[config.mk]
export PLATFORM = sky130hd
export DESIGN_NAME = shift_arbiter
export DESIGN_NICKNAME = d
export VERILOG_FILES = /design/src/rtl/shift_pkg.sv /design/src/rtl/shift_rr_arb.sv /design/src/rtl/shift_arbiter.sv
export SDC_FILE = /design/constraint.sdc
export NUM_CORES = 1
export LEC_CHECK = 0
export CAP_MARGIN = 10
export CORE_ASPECT_RATIO = 1.5
export CORE_UTILIZATION = 40
export DETAILED_ROUTE_END_ITERATION = 8
export PLACE_DENSITY_LB_ADDON = 0.15
export SLEW_MARGIN = 20
export SYNTH_ARGS = -nofsm -noshare
export SYNTH_HDL_FRONTEND = slang
export SYNTH_HIERARCHICAL = 1
export SYNTH_SLANG_ARGS = --single-unit
[constraint.sdc]
create_clock -name clk -period 6.07 [get_ports clk]
set_input_delay 0.607 -clock clk [delete_from_list [all_inputs] [get_ports clk]]
set_output_delay 0.607 -clock clk [all_outputs]
set_load 0.02 [all_outputs]
[src/rtl/shift_pkg.sv]
// Shared types for the multi-pass shift arbiter.
// Holds op and FSM encodings plus the datapath width.
package shift_pkg;

    localparam int W  = 32;
    localparam int SW = 5;

    typedef enum logic [1:0] {
        OP_SLL  = 2'b00,
        OP_SRL  = 2'b01,
        OP_SRA  = 2'b10,
        OP_ROTL = 2'b11
    } op_e;

    typedef enum logic [1:0] {
        S_IDLE  = 2'b00,
        S_PASS1 = 2'b01,
        S_PASS2 = 2'b10,
        S_DONE  = 2'b11
    } state_e;

    function automatic logic [W-1:0] bitrev(input logic [W-1:0] x);
        logic [W-1:0] r;
        for (int i = 0; i < W; i++) r[i] = x[W-1-i];
        return r;
    endfunction

endpackage

[src/rtl/shift_rr_arb.sv]
// Two-way grant: fixed priority to 0 or round-robin.
// Pointer remembers the last granted requester.
module shift_rr_arb
    import shift_pkg::*;
#(
    parameter bit RR_EN = 1'b1
) (
    input  logic       clk,
    input  logic       reset,
    input  logic [1:0] req,
    input  logic       en,
    output logic [1:0] gnt
);

    logic last;

    always_comb begin
        gnt = 2'b00;
        if (en) begin
            unique case (req)
                2'b01:   gnt = 2'b01;
                2'b10:   gnt = 2'b10;
                2'b11:   gnt = (RR_EN && !last) ? 2'b10 : 2'b01;
                default: gnt = 2'b00;
            endcase
        end
    end

    // Reset to "1 granted last" so requester 0 wins the first tie.
    always_ff @(posedge clk or negedge reset) begin
        if (!reset)
            last <= 1'b1;
        else if (|gnt)
            last <= gnt[1];
    end

endmodule

[src/rtl/shift_arbiter.sv]
// Two requesters share one left shifter; right shifts and
// rotates are built from one or two bit-reversed passes.
module shift_arbiter
    import shift_pkg::*;
#(
    parameter bit RR_EN = 1'b1
) (
    input  logic          clk,
    input  logic          reset,
    input  logic [1:0]    req_valid,
    output logic [1:0]    req_ready,
    input  logic [W-1:0]  req0_a,
    input  logic [W-1:0]  req1_a,
    input  logic [SW-1:0] req0_shamt,
    input  logic [SW-1:0] req1_shamt,
    input  logic [1:0]    req0_op,
    input  logic [1:0]    req1_op,
    output logic [W-1:0]  sh_a,
    output logic [W-1:0]  sh_b,
    input  logic [W-1:0]  sh_out,
    output logic          rsp_valid,
    input  logic          rsp_ready,
    output logic [W-1:0]  rsp_data,
    output logic          rsp_id
);

    state_e        state, nxt;
    logic [1:0]    gnt, xfer;
    logic [W-1:0]  a_q, res_q, res_nxt;
    logic [SW-1:0] shamt_q;
    op_e           op_q;
    logic          id_q;
    logic          rev, sra, two;

    shift_rr_arb #(.RR_EN(RR_EN)) u_arb (
        .clk   (clk),
        .reset (reset),
        .req   (req_valid),
        .en    (state == S_IDLE && reset),
        .gnt   (gnt)
    );

    assign req_ready = gnt;
    assign xfer      = req_valid & gnt;

    assign rev = (op_q == OP_SRL) || (op_q == OP_SRA);
    assign sra = (op_q == OP_SRA);
    // A zero shift never needs a second pass.
    assign two = (shamt_q != '0) &&
                 ((sra && a_q[W-1]) || op_q == OP_ROTL);

    always_comb begin
        nxt     = state;
        sh_a    = '0;
        sh_b    = '0;
        res_nxt = res_q;
        unique case (state)
            S_IDLE: begin
                if (|xfer) nxt = S_PASS1;
            end
            S_PASS1: begin
                sh_a    = rev ? bitrev(a_q) : a_q;
                sh_b    = {{(W-SW){1'b0}}, shamt_q};
                res_nxt = rev ? bitrev(sh_out) : sh_out;
                nxt     = two ? S_PASS2 : S_DONE;
            end
            S_PASS2: begin
                if (sra) begin
                    sh_a    = '1;
                    sh_b    = {{(W-SW){1'b0}}, shamt_q};
                    res_nxt = res_q | ~bitrev(sh_out);
                end else begin
                    sh_a    = bitrev(a_q);
                    sh_b    = {{(W-SW){1'b0}}, 5'd0 - shamt_q};
                    res_nxt = res_q | bitrev(sh_out);
                end
                nxt = S_DONE;
            end
            S_DONE: begin
                if (rsp_ready) nxt = S_IDLE;
            end
            default: nxt = S_IDLE;
        endcase
    end

    always_ff @(posedge clk or negedge reset) begin
        if (!reset) begin
            state   <= S_IDLE;
            a_q     <= '0;
            shamt_q <= '0;
            op_q    <= OP_SLL;
            id_q    <= 1'b0;
            res_q   <= '0;
        end else begin
            state <= nxt;
            res_q <= res_nxt;
            if (|xfer) begin
                id_q    <= xfer[1];
                a_q     <= xfer[1] ? req1_a : req0_a;
                shamt_q <= xfer[1] ? req1_shamt : req0_shamt;
                op_q    <= op_e'(xfer[1] ? req1_op : req0_op);
            end
        end
    end

    assign rsp_valid = (state == S_DONE);
    assign rsp_data  = res_q;
    assign rsp_id    = id_q;

endmodule

* After elaboration in Yosys (flattened, before gate mapping)
Cells that the tools add are included.
Word-level totals: register bits after elaboration 75, word-level logic and storage cells 52, input bits 115, output and inout bits 100
Cells by class: reductions and logical operators 11, eq/ne operators 11, bitwise logic cells 4, add/sub/neg operators 1, muxes and demuxes 18
Operator list (number):
- two-way mux 32 bit | 5
- case mux 32 bit (2 select lines) | 2
- OR 32 bit | 2
- inverter 32 bit | 1
- == test 2 bit (second input constant) | 6
- two-way mux 2 bit | 5
- two-way mux 5 bit | 2
- case mux 5 bit (2 select lines) | 1
- case mux 2 bit (4 select lines) | 1
- == test 2 x 1 -> 1 bit (second input constant) | 3
- case mux 2 bit (3 select lines) | 1
- nonzero test 5 bit | 1
- subtractor 1 x 5 -> 5 bit (first input constant) | 1
- inequality test 2 x 1 -> 1 bit (second input constant) | 2
- OR reduction 2 bit | 2
- logical AND 1 bit | 3
- bitwise AND 2 bit | 1
- logical NOT 2 bit | 1
- logical OR 1 bit | 2
- AND reduction 2 bit | 1
- nonzero test 2 bit | 1
- two-way mux 1 bit | 1

* Depth between registers and ports, before layout
depth in word-level cells 7, mapped depth 10, mapped depth without buffers 8

* By module
Netlist, hierarchy kept.
Modules (own cells, without submodules):
- shift_arbiter | sequential area each 1851.8 µm², times used 1, area each 5708.0 µm², cells each 577
- shift_rr_arb | sequential area each 26.3 µm², times used 1, area each 62.6 µm², cells each 8

* Least setup slack after synthesis
No wires, ideal clock.
path type flip-flop to output port, start register op_q[0], end output port sh_a[27], arrival time 1.711 ns, buffers on the path 2, cell stages (with the launch flop) 8, path slack 3.752 ns, cell sequence dfrtp_1 -> inv_1 -> ha_1 -> buf_6 -> buf_12 -> mux2_2 -> nand2_1 -> a21boi_0
Between the ends: longest elaborated chain between the ends 4
RTL lines:
- from (decl) | line shift_arbiter.sv:31 | op_e op_q;
- from (signal assigned) | line shift_arbiter.sv:101 | op_q <= op_e'(xfer[1] ? req1_op : req0_op);
- == test 2 x 1 -> 1 bit or == test 2 bit (tied branches) | line shift_arbiter.sv:46, shift_arbiter.sv:47
- logical OR 1 bit | line shift_arbiter.sv:46 | assign rev = (op_q == OP_SRL) || (op_q == OP_SRA);
- two-way mux 32 bit | line shift_arbiter.sv:62 | sh_a = rev ? bitrev(a_q) : a_q;
- case mux 32 bit (2 select lines) (*) | line shift_arbiter.sv:57 | unique case (state)
- to (decl) | line shift_arbiter.sv:18 | output logic [W-1:0] sh_a,
Mark *: on every way between the ends. The rest lies on a longest branch, timed or not.

* Worst setup path after layout
start register state[0], end output port sh_b[3]
Between the ends: longest elaborated chain between the ends 2
RTL lines:
- from (decl) | line shift_arbiter.sv:27 | state_e state, nxt;
- from (signal assigned) | line shift_arbiter.sv:95 | state <= nxt;
- == test 2 bit or == test 2 x 1 -> 1 bit (tied branches) | line shift_arbiter.sv:57
- case mux 5 bit (2 select lines) (*) | line shift_arbiter.sv:57
- to (decl) | line shift_arbiter.sv:19 | output logic [W-1:0] sh_b,
Marked as above.

==> run_results.csv <==
group,metric,value,unit
global_routing,overflow,0,
synthesis,synth.lib_cells_used.distinct,41,
clock_network,ctsHoldBuffers,0,
route,vias,4758,
route,wire_per_inst,16.0,um
final_layout,post-route-util,54.9,%
clock_network,post-cts-setup-buffer-count,0,
route,drc,0,
critical_path,arrival,3230,ps
floorplan,pin_count,215,
timing,rsz0062_at_grt,"no",
clock_network,postCtsResizedCells,0,
clock_network,clkSinkCount,75,
synthesis,ys_ff_latch,75,
route,detail_route.first_pass.iterations,4,
timing,setup-tns-final,0,ps
clock_network,cts_tree,"yes",
route,routed-wl-met2,7500,um
route,highest_layer,"met4",
power_and_ir_drop,p_leak,0.00338,uW
clock_network,clk_latency,330,ps
synthesis,synth_top_cell_area_share,32.1,%
critical_path,endpoint_kind,"output port",
synthesis,synth.top_cells.by_count,"80 x nand2_1, 74 x dfrtp_1, 71 x mux2i_1, 71 x o21ai_0, 54 x a21boi_1",
clock_network,cts_root_buffer,"clkbuf_16",
synthesis,avgSynthCellArea,9.86,sq um
floorplan,rows,53,
route,wl_met1,6220,um
critical_path,critPathMaxFanout,37,
floorplan,core,0.0141,sq mm
placed_design,place.detailed.hpwl,10400,um
floorplan,die_width,100,um
synthesis,netlist_area,0.00577,sq mm
synthesis,synth_area_leader_cell,"dfrtp_1",
timing,finalHoldViolCount,0,
timing,clock_skew,4.71,ps
global_routing,grt_pass1_vias,4863,
critical_path,crit_type,"flip-flop to output port",
synthesis,synth-main-ff-cell,"dfrtp_1",
synthesis,ys_seq_area_share,32.5,%
floorplan,chipHeight,149,um
floorplan,die_area,0.0149,sq mm
timing,layout_min_cycle_time,3830,ps
floorplan,start_util,41.0,%
timing,maxSlewViolCount,0,
final_layout,diodes,0,
synthesis,synth-edff-count,0,
synthesis,async_reset_ff_share,100,%
power_and_ir_drop,p_per_area,591,mW/mm^2
worst_hold_path,hold_class,"primary input to async pin",
clock_network,htreeDepth,3,
power_and_ir_drop,peakVddDrop,0.475,mV
timing,tightest_slew,1000,ps
global_routing,grt_pass1_wl,23800,um
final_layout,drive_gt1_share,10.2,%
route,finalWirelength,14800,um
timing,finalCritPeriodShare,63.1,%
outcome,outcome,"finished clean",
timing,setup_viol,0,
route,ant_nets,0,
final_layout,area_growth,33.8,%
synthesis,synth_area_leaders,"dfrtp_1 32%, mux2i_1 12%, a21boi_1 7.0%",
clock_network,clockBufferDepth,2,
route,drt_iter0_drc,150,
timing,slew-limit-headroom,33.2,%
route,met3WireLength,685,um
clock_network,clk_pin_slew_worst_paths,60,ps
global_routing,grt_use_total,20.3,%
critical_path,cp-start-kind,"flip-flop",
final_layout,fillCellCount,1359,
flow_run,maxCapViolations,0,
placed_design,portBuffers,187,
critical_path,cp.required,5460,ps
route,vias_per_cell,5.12,
clock_network,numCtsBuffers,9,
synthesis,synth_warnings,6,
timing,max_freq,261,MHz
synthesis,yosys.cell_count.top_type,"nand2_1",
global_routing,grt_max_degree,81,
global_routing,antenna_found_initial,0,
final_layout,nets,859,
placed_design,routabilityCongestion,0.759,
synthesis,syn_inst,585,
metal layers:
| layer | GRT usage (%) | vias up |
|---|---|---|
| li1 | - | 2302 |
| met1 | 23.8 | 2265 |
| met2 | 36.0 | 158 |
| met3 | 3.28 | 33 |
| met4 | 9.13 | 0 |
| met5 | 0 | - |
final timing paths:
check / startpoint / endpoint / slack (ps) / depth (start not counted)
worst max-delay path: state[0] / sh_b[3] / 2240 / 7
worst min-delay path: reset / rsp_data[18] / 240 / 1
worst max register to register: state[0] / state[1] / 3310 / 9
worst min register to register: rsp_id / rsp_id / 480 / 2
max in group asynchronous: reset / a_q[11] / 4910 / 2
min in group clk: rsp_id / rsp_id / 480 / 2
flip-flops by register name, indices dropped and copies added (netlist names):
signal	count
u_arb/last	1
op_q	2
rsp_id	1
rsp_data	32
state	2
a_q	32
shamt_q	5
final cells by class:
type / count / area [sq um] / area share [%]
multi-input cells: 450 / 3380 / 43.8
well taps: 192 / 240 / 3.11
flip-flops and latches: 75 / 1880 / 24.3
clock buffers: 13 / 280 / 3.63
repair buffers: 191 / 1900 / 24.6
inverters: 8 / 30.0 / 0.389
clock inverters: 1 / 7.51 / 0.0973
power breakdown:
part	internal (uW)	switching (uW)
clock	317	197
combinational	1560	1540
sequential	752	203
total	2620	1940
kinds of logic after synthesis:
group,count (synthesis),share of synthesized area (%)
AND/OR/NAND/NOR,93,6.57
adder cells (fa/ha/maj),9,1.95
buffers and inverters,86,11.3
XOR/XNOR,32,4.86
other,1,0.0650
AO/OA/AOI/OAI,184,23.8
multiplexers,105,19.0
flip-flops,75,32.5
placed cells by master, fill, tap and decap left out, drive strengths merged:
| cell type | n |
|---|---|
| clkdlybuf4s50 | 186 |
| mux2 | 34 |
| clkbuf | 13 |
| nand2 | 80 |
| a2bb2oi | 32 |
| and2 | 2 |
| o21a | 1 |
| or4 | 1 |
| inv | 8 |
| xnor2 | 32 |
| nor2b | 3 |
| dfstp | 1 |
| clkinvlp | 1 |
| nor3b | 1 |
| mux2i | 71 |
| and3 | 1 |
| a21oi | 6 |
| nand2b | 1 |
| nand3 | 2 |
| conb | 27 |
| a22oi | 2 |
| a21boi | 65 |
| ha | 9 |
| nor3 | 2 |
| dfrtp | 74 |
| o21ai | 72 |
| o211a | 1 |
| o2111ai | 1 |
| o22ai | 1 |
| o211ai | 2 |
| a221o | 1 |
| buf | 5 |
per-stage QoR:
step | total power, uW | instances | cell area, sq um | hold WS [ps] | setup WS (ps)
final | 4560 | 930 | 7720 | 236 | 2240
after global routing | 4890 | 930 | 7720 | 266 | 2020
after CTS | 4610 | 930 | 7710 | 244 | 2250
after detailed placement | 4080 | 916 | 7420 | 466 | 2620
after global placement | 4000 | 916 | 7420 | 474 | 2660
after floorplan | 3320 | 611 | 5870 | 311 | 3750
worst max-delay path, stage by stage (launching register included):
cell and delay (ps):
dfrtp_1 420, inv_1 180, ha_2 610, buf_4 480, nand2_1 70, or4_1 410, nand3_1 100, clkdlybuf4s50_1 600
Power figures use the tool's default switching activity.
==> RTL edit 1, RTL diff (config.mk and constraints unchanged) <==
`RR_EN` is set to 1'b1 in 2 places; all go to 1'b0.
--- a/src/rtl/shift_rr_arb.sv
+++ b/src/rtl/shift_rr_arb.sv
@@ -4,5 +4,5 @@
     import shift_pkg::*;
 #(
-    parameter bit RR_EN = 1'b1
+    parameter bit RR_EN = 1'b0
 ) (
     input  logic       clk,
--- a/src/rtl/shift_arbiter.sv
+++ b/src/rtl/shift_arbiter.sv
@@ -4,5 +4,5 @@
     import shift_pkg::*;
 #(
-    parameter bit RR_EN = 1'b1
+    parameter bit RR_EN = 1'b0
 ) (
     input  logic          clk,
Function: changed (Yosys sat finds a counterexample within 4 cycles, from zero or initial values and one cycle with reset low).
==> RTL edit 1 against the original RTL <==
Global-route usage is 0.12 points higher. Count of clock-buffer cells in the layout is 1 lower. Setup slack worse by 11 ps. Combinational power is 3% higher. Routed wire length is 0.35% higher. Synthesized area is 0.80% lower. Power is 5.1% higher. Fmax is 0.29% lower. Sequential cell count is 1 lower. Clock skew hardly changed. Design area is 0.71% higher. Highest routed layer unchanged.
==> RTL edit 1: results (changes against the original RTL) <==
- The detailed-route vias per instance is 5.095 (was 5.116).
- The final-layout fill cell count came to 1309 (was 1359).
- The worst-path maximum fanout was 40 (was 37).
- The fraction of the yosys area taken by sequential cells is 32.35% (was 32.55%).
- The cell at the root of the clock tree is clkbuf_16 (unchanged).
- The worst IR drop on VDD was 0.3200 mV (was 0.4752 mV).
- The headroom to the max-slew limit is 34.19% (was 33.16%).
- The data arrival time of the critical path is 3240 ps (was 3230 ps).
- The via count of the first global-routing pass was 4833 (was 4863).
- The number of instances resized during post-cts repair is 0 (unchanged).
- The first-pass GRT wire length is 23820 um (was 23810 um).
- The maximum buffer depth of the clock tree is 2 (unchanged).
- The average wire per cell in the routed design is 16.02 um (was 15.96 um).
- The number of levels the H-tree was split into is 3 (unchanged).
- Commonest cells post-synth: nand2_1, dfrtp_1, mux2i_1, o21ai_0, a21boi_1 (unchanged).
- The starting DRC count in detailed routing was 147 (was 150).
- The clock tree skew after final layout is 4.289 ps (was 4.713 ps).
- The fraction of the mapped netlist area in compound gates was 23.67% (was 23.81%).
- The static leakage came to 0.003407 uW (was 0.003378 uW).
- The total inserted antenna cells came to 0 (unchanged).
- The number of buffers added on ports is 187 (unchanged).
- The last weighted congestion value of the routability-driven placer is 0.7595 (was 0.7591).
- The cell area after placement came to 7392 um2 (was 7421 um2).
- The global-route usage over all layers was 20.40% (was 20.28%).
- The HPWL after detailed placement is 10310 um (was 10410 um).
- The met3 layer usage reported by global route is 4.793% (was 3.280%).
- The layout net count is 857 (was 859).
- The count of cell types in the netlist is 40 (was 41).
- The count of synthesis-stage warnings from yosys was 6 (unchanged).
- The fraction of met1 tracks used by global routing is 23.68% (was 23.78%).
- Cell types occupying the most area after synthesis: dfrtp_1, mux2i_1, a21boi_1 (unchanged).
- The total negative slack for setup checks is 0 ps (unchanged).
- The largest stage delay on the critical path is 680 ps (was 610 ps).
- The multiplexer area fraction after synthesis is 19.10% (was 18.95%).
- The maximum number of pins on one net before global-route repair is 73 (was 81).
- The met2 demand-to-capacity share in global routing is 36.55% (was 36.03%).
- The most area-hungry cell type in the Yosys netlist is dfrtp_1 (unchanged).
- Run status: finished, final reports clean (unchanged).
- The total power density per cell area is 616.8 nW/um2 (was 591.3 nW/um2).
- The xor and xnor fraction of the mapped netlist area is 4.896% (was 4.857%).
- The critical path's top delay family is buffers and inverters (unchanged).
- The adder and majority cell fraction of the synthesized area is 1.967% (was 1.951%).
- The share of layout cells above drive strength 1 is 10.70% (was 10.16%).
- The class of the tightest hold or removal check is in2async (unchanged).
-- RTL edit 1: changes by cell type in the layout (fill, tap and decap cells not counted), moves of 2 or more --
cell / delta
buf_4: +3
bufinv_16: +3
a21oi_1: -2
clkbuf_8: -2
nand2_1: -2
-- RTL edit 1: stage by stage --
stage	worst slack, ps	total power, uW	hold slack, ps	std cells
finish	2227	4795	64.90	930
global route	2067	5126	41.90	930
CTS	2199	4839	50.33	929
detailed placement	2592	4183	411.4	913
global placement	2661	4101	412.2	913
floorplan	3752	3415	311.4	605
-- RTL edit 1: metal layers --
metal	up-vias	wire length (um)
li1	2300	-
met1	2254	6299
met2	167	7450
met3	17	904
met4	0	242
met5	-	0
-- RTL edit 1: worst register-to-register path: cells and delay by family (launching register included) --
kind | cells | cell delay, ps
adder cells (fa/ha/maj) | 1 | 680
buffers and inverters | 2 | 560
flip-flops | 1 | 430
AO/OA/AOI/OAI | 1 | 160
AND/OR/NAND/NOR | 1 | 890
-- RTL edit 1: layout make-up --
class,count,share of cell area [%]
Clock buffer,12,3.300
Clock inverter,4,1.255
Inverter,7,0.3380
Multi-Input combinational cell,446,43.12
Sequential cell,74,23.82
Tap cell,192,3.090
Timing Repair Buffer,195,25.08
-- RTL edit 1: final timing paths --
check | startpoint | cells past startpoint | slack (ps) | to
min in group clk | rsp_id | 2 | 480 | rsp_id
min reg2reg | rsp_id | 2 | 480 | rsp_id
max in group asynchronous | reset | 2 | 4880 | rsp_data[27]
max | state[0] | 7 | 2230 | sh_b[3]
min | reset | 1 | 60 | rsp_data[16]
max reg2reg | state[0] | 5 | 3190 | rsp_data[29]
-- RTL edit 1: report_power, final --
group,switching (uW),internal (uW)
sequential,210,751
clock,210,424
combinational,1600,1600
==> RTL edit 2, RTL diff (same settings) <==
Without the edit above. Make the reset (`reset`) synchronous in 2 clocked blocks.
--- a/src/rtl/shift_rr_arb.sv
+++ b/src/rtl/shift_rr_arb.sv
@@ -28,5 +28,5 @@
 
     // Reset to "1 granted last" so requester 0 wins the first tie.
-    always_ff @(posedge clk or negedge reset) begin
+    always_ff @(posedge clk) begin
         if (!reset)
             last <= 1'b1;
--- a/src/rtl/shift_arbiter.sv
+++ b/src/rtl/shift_arbiter.sv
@@ -84,5 +84,5 @@
     end
 
-    always_ff @(posedge clk or negedge reset) begin
+    always_ff @(posedge clk) begin
         if (!reset) begin
             state   <= S_IDLE;
Behaviour: differs if reset is asserted again (counterexample within 4 cycles, from zero or initial values and one cycle with reset low); with reset held inactive, the same outputs for 10 cycles.
==> RTL edit 2 against the original RTL <==
Setup slack better by 41 ps. Sequential cell count stayed put. Design area shrank 7.3%. Synthesized area fell by 10%. Routed wire length rose by 3.2%. Via count rose by 7.0%. Fmax rose by 1.1%.
Power is not compared: it rests on default switching activity, and its combinational part moved more than twofold at a synthesized area within 25%.
==> RTL edit 2: results (changes against the original RTL) <==
- The fraction of the yosys area taken by sequential cells is 29.06% (was 32.55%).
- The share of layout cells above drive strength 1 was 9.886% (was 10.16%).
- The clock tree skew after final layout was 7.470 ps (was 4.713 ps).
- The worst-case register-to-register setup slack is 3060 ps (was 3310 ps).
- The HPWL after detailed placement was 10360 um (was 10410 um).
- The startpoint identified for the worst hold timing path is rsp_data[1].
- The async set or reset register ratio after synthesis is 0% (was 100.0%).
- The number of buffers added on ports came to 187 (unchanged).
- The timing startpoint of the critical path is state[0] (unchanged).
- The total CTS buffers is 9 (unchanged).
- The number of optimization iterations in the first detailed-route pass is 4 (unchanged).
- The cell depth of the worst flop-to-flop path is 11 (was 9).
- The count of cell types in the netlist is 39 (was 41).
- The cell area after placement is 6880 um2 (was 7421 um2).
- The final-report hold violation count is 0 (unchanged).
- Run status: finished, final reports clean (unchanged).
- The data arrival time of the critical path was 3180 ps (was 3230 ps).
- The first-pass GRT wire length came to 23790 um (was 23810 um).
- The setup slack at placement came to 2355 ps (was 2617 ps).
- The worst hold-check slack was 460.9 ps (was 235.7 ps).
- The via count is 5091 (was 4758).
- The average wire per cell in the routed design came to 16.21 um (was 15.96 um).
- The class of the tightest hold or removal check is reg2reg (was in2async).
- The post-CTS setup buffer count was 0 (unchanged).
- The initial antenna violation count is 0 (unchanged).
- Along the worst hold path, the cell count comes to 2.
- The cell at the root of the clock tree was clkbuf_16 (unchanged).
- The count of synthesis-stage warnings from yosys is 6 (unchanged).
- The last weighted congestion value of the routability-driven placer was 0.7731 (was 0.7591).
- Commonest cells post-synth: nand2_1, nand3_1, dfxtp_1 (was nand2_1, dfrtp_1, mux2i_1, o21ai_0, a21boi_1).
- Clock-pin slew was measured on the worst setup and hold paths at ~50 ps.
- The global-route usage over all layers is 22.32% (was 20.28%).
- The layout net count was 908 (was 859).
- The clock insertion delay at the later pin of the skew report is 330 ps (about the same).
- The total inserted antenna cells came to 0 (unchanged).
- The worst-path maximum fanout is 32 (was 37).
- The worst IR drop on VDD is 0.1974 mV.
- The actual slew at the worst max-slew pin was 1080 ps (was 1001 ps).
- Cell types occupying the most area after synthesis: dfxtp_1, nand3_1, o211a_1 (was dfrtp_1, mux2i_1, a21boi_1).
- The terminus of the critical flop-to-flop path was op_q[1] (was state[1]).
- The final-layout fill cell count is 1165 (was 1359).
- The maximum number of pins on one net before global-route repair is 80 (was 81).
- The number of instances resized during post-cts repair was 0 (unchanged).
- The starting DRC count in detailed routing is 228 (was 150).
- The number of levels the H-tree was split into came to 3 (unchanged).
- The worst hold path terminates at rsp_data[1].
- The via count of the first global-routing pass is 4808 (was 4863).
- The maximum buffer depth of the clock tree is 2 (unchanged).
- For this design the static power due to leakage is approximately 0.003 uW.
-- RTL edit 2: power breakdown --
group	switching, uW	leakage, uW	internal, uW
sequential	85.1	0.000616	609
clock	198	0.000137	298
combinational	678	0.00219	533
-- RTL edit 2: layout make-up --
cell class / count / area (um2) / area share (%)
multi-input combinational: 493 / 3218 / 44.97
timing repair buffer: 196 / 1934 / 27.03
sequential: 75 / 1501 / 20.98
clock buffer: 14 / 264.0 / 3.689
tap: 156 / 195.2 / 2.727
inverter: 9 / 33.78 / 0.4720
clock inverter: 2 / 10.01 / 0.1399
-- RTL edit 2: cell families (layout without fill, tap and decap cells) --
logic type      after synthesis  after routing  synth area share [%]
flops                        75             75                 29.06
simple gates                237            237                 21.39
other cells                   1             27               0.07259
xor+xnor                     32             32                 5.425
compound gates              156            156                 23.95
mux                          32             32                 6.975
fa+ha+maj                     9              9                 2.180
buf+inv                      98            221                 10.95
-- RTL edit 2: how the worst max path moves through the flow --
stage,endpoint,cells past startpoint,slack [ps]
after global placement,a_q[1],11,2480
final,sh_a[17],7,2280
after global routing,sh_a[17],7,2040
after floorplan,a_q[17],9,3500
after CTS,sh_a[17],7,2220
after detailed placement,op_q[1],11,2360
-- RTL edit 2: metal layers --
layer	wire length (um)	track usage (%)	vias to the layer above	share of wire, %
li1	-	-	2495	-
met3	1143	5.016	14	7.5
met5	0	0	-	0
met4	227	6.539	0	1.5
met2	7822	39.30	187	51
met1	6125	26.52	2395	40
-- RTL edit 2: stage by stage --
stage | util [%] | cells | power [uW]
6_report | 57.20 | 945 | 2401
3_5_place_dp | 54.99 | 929 | 1912
3_3_place_gp | 54.99 | 929 | 1888
2_1_floorplan | - | 666 | 1564
5_1_grt | 57.20 | 945 | 2560
4_1_cts | 57.18 | 945 | 2420
-- RTL edit 2: critical path, stage by stage, from the launching register on --
cell	delay [ps]
dfxtp_1	340
inv_1	140
ha_1	590
buf_4	390
a21o_4	420
a221oi_1	180
nor2b_1	160
clkdlybuf4s50_1	620
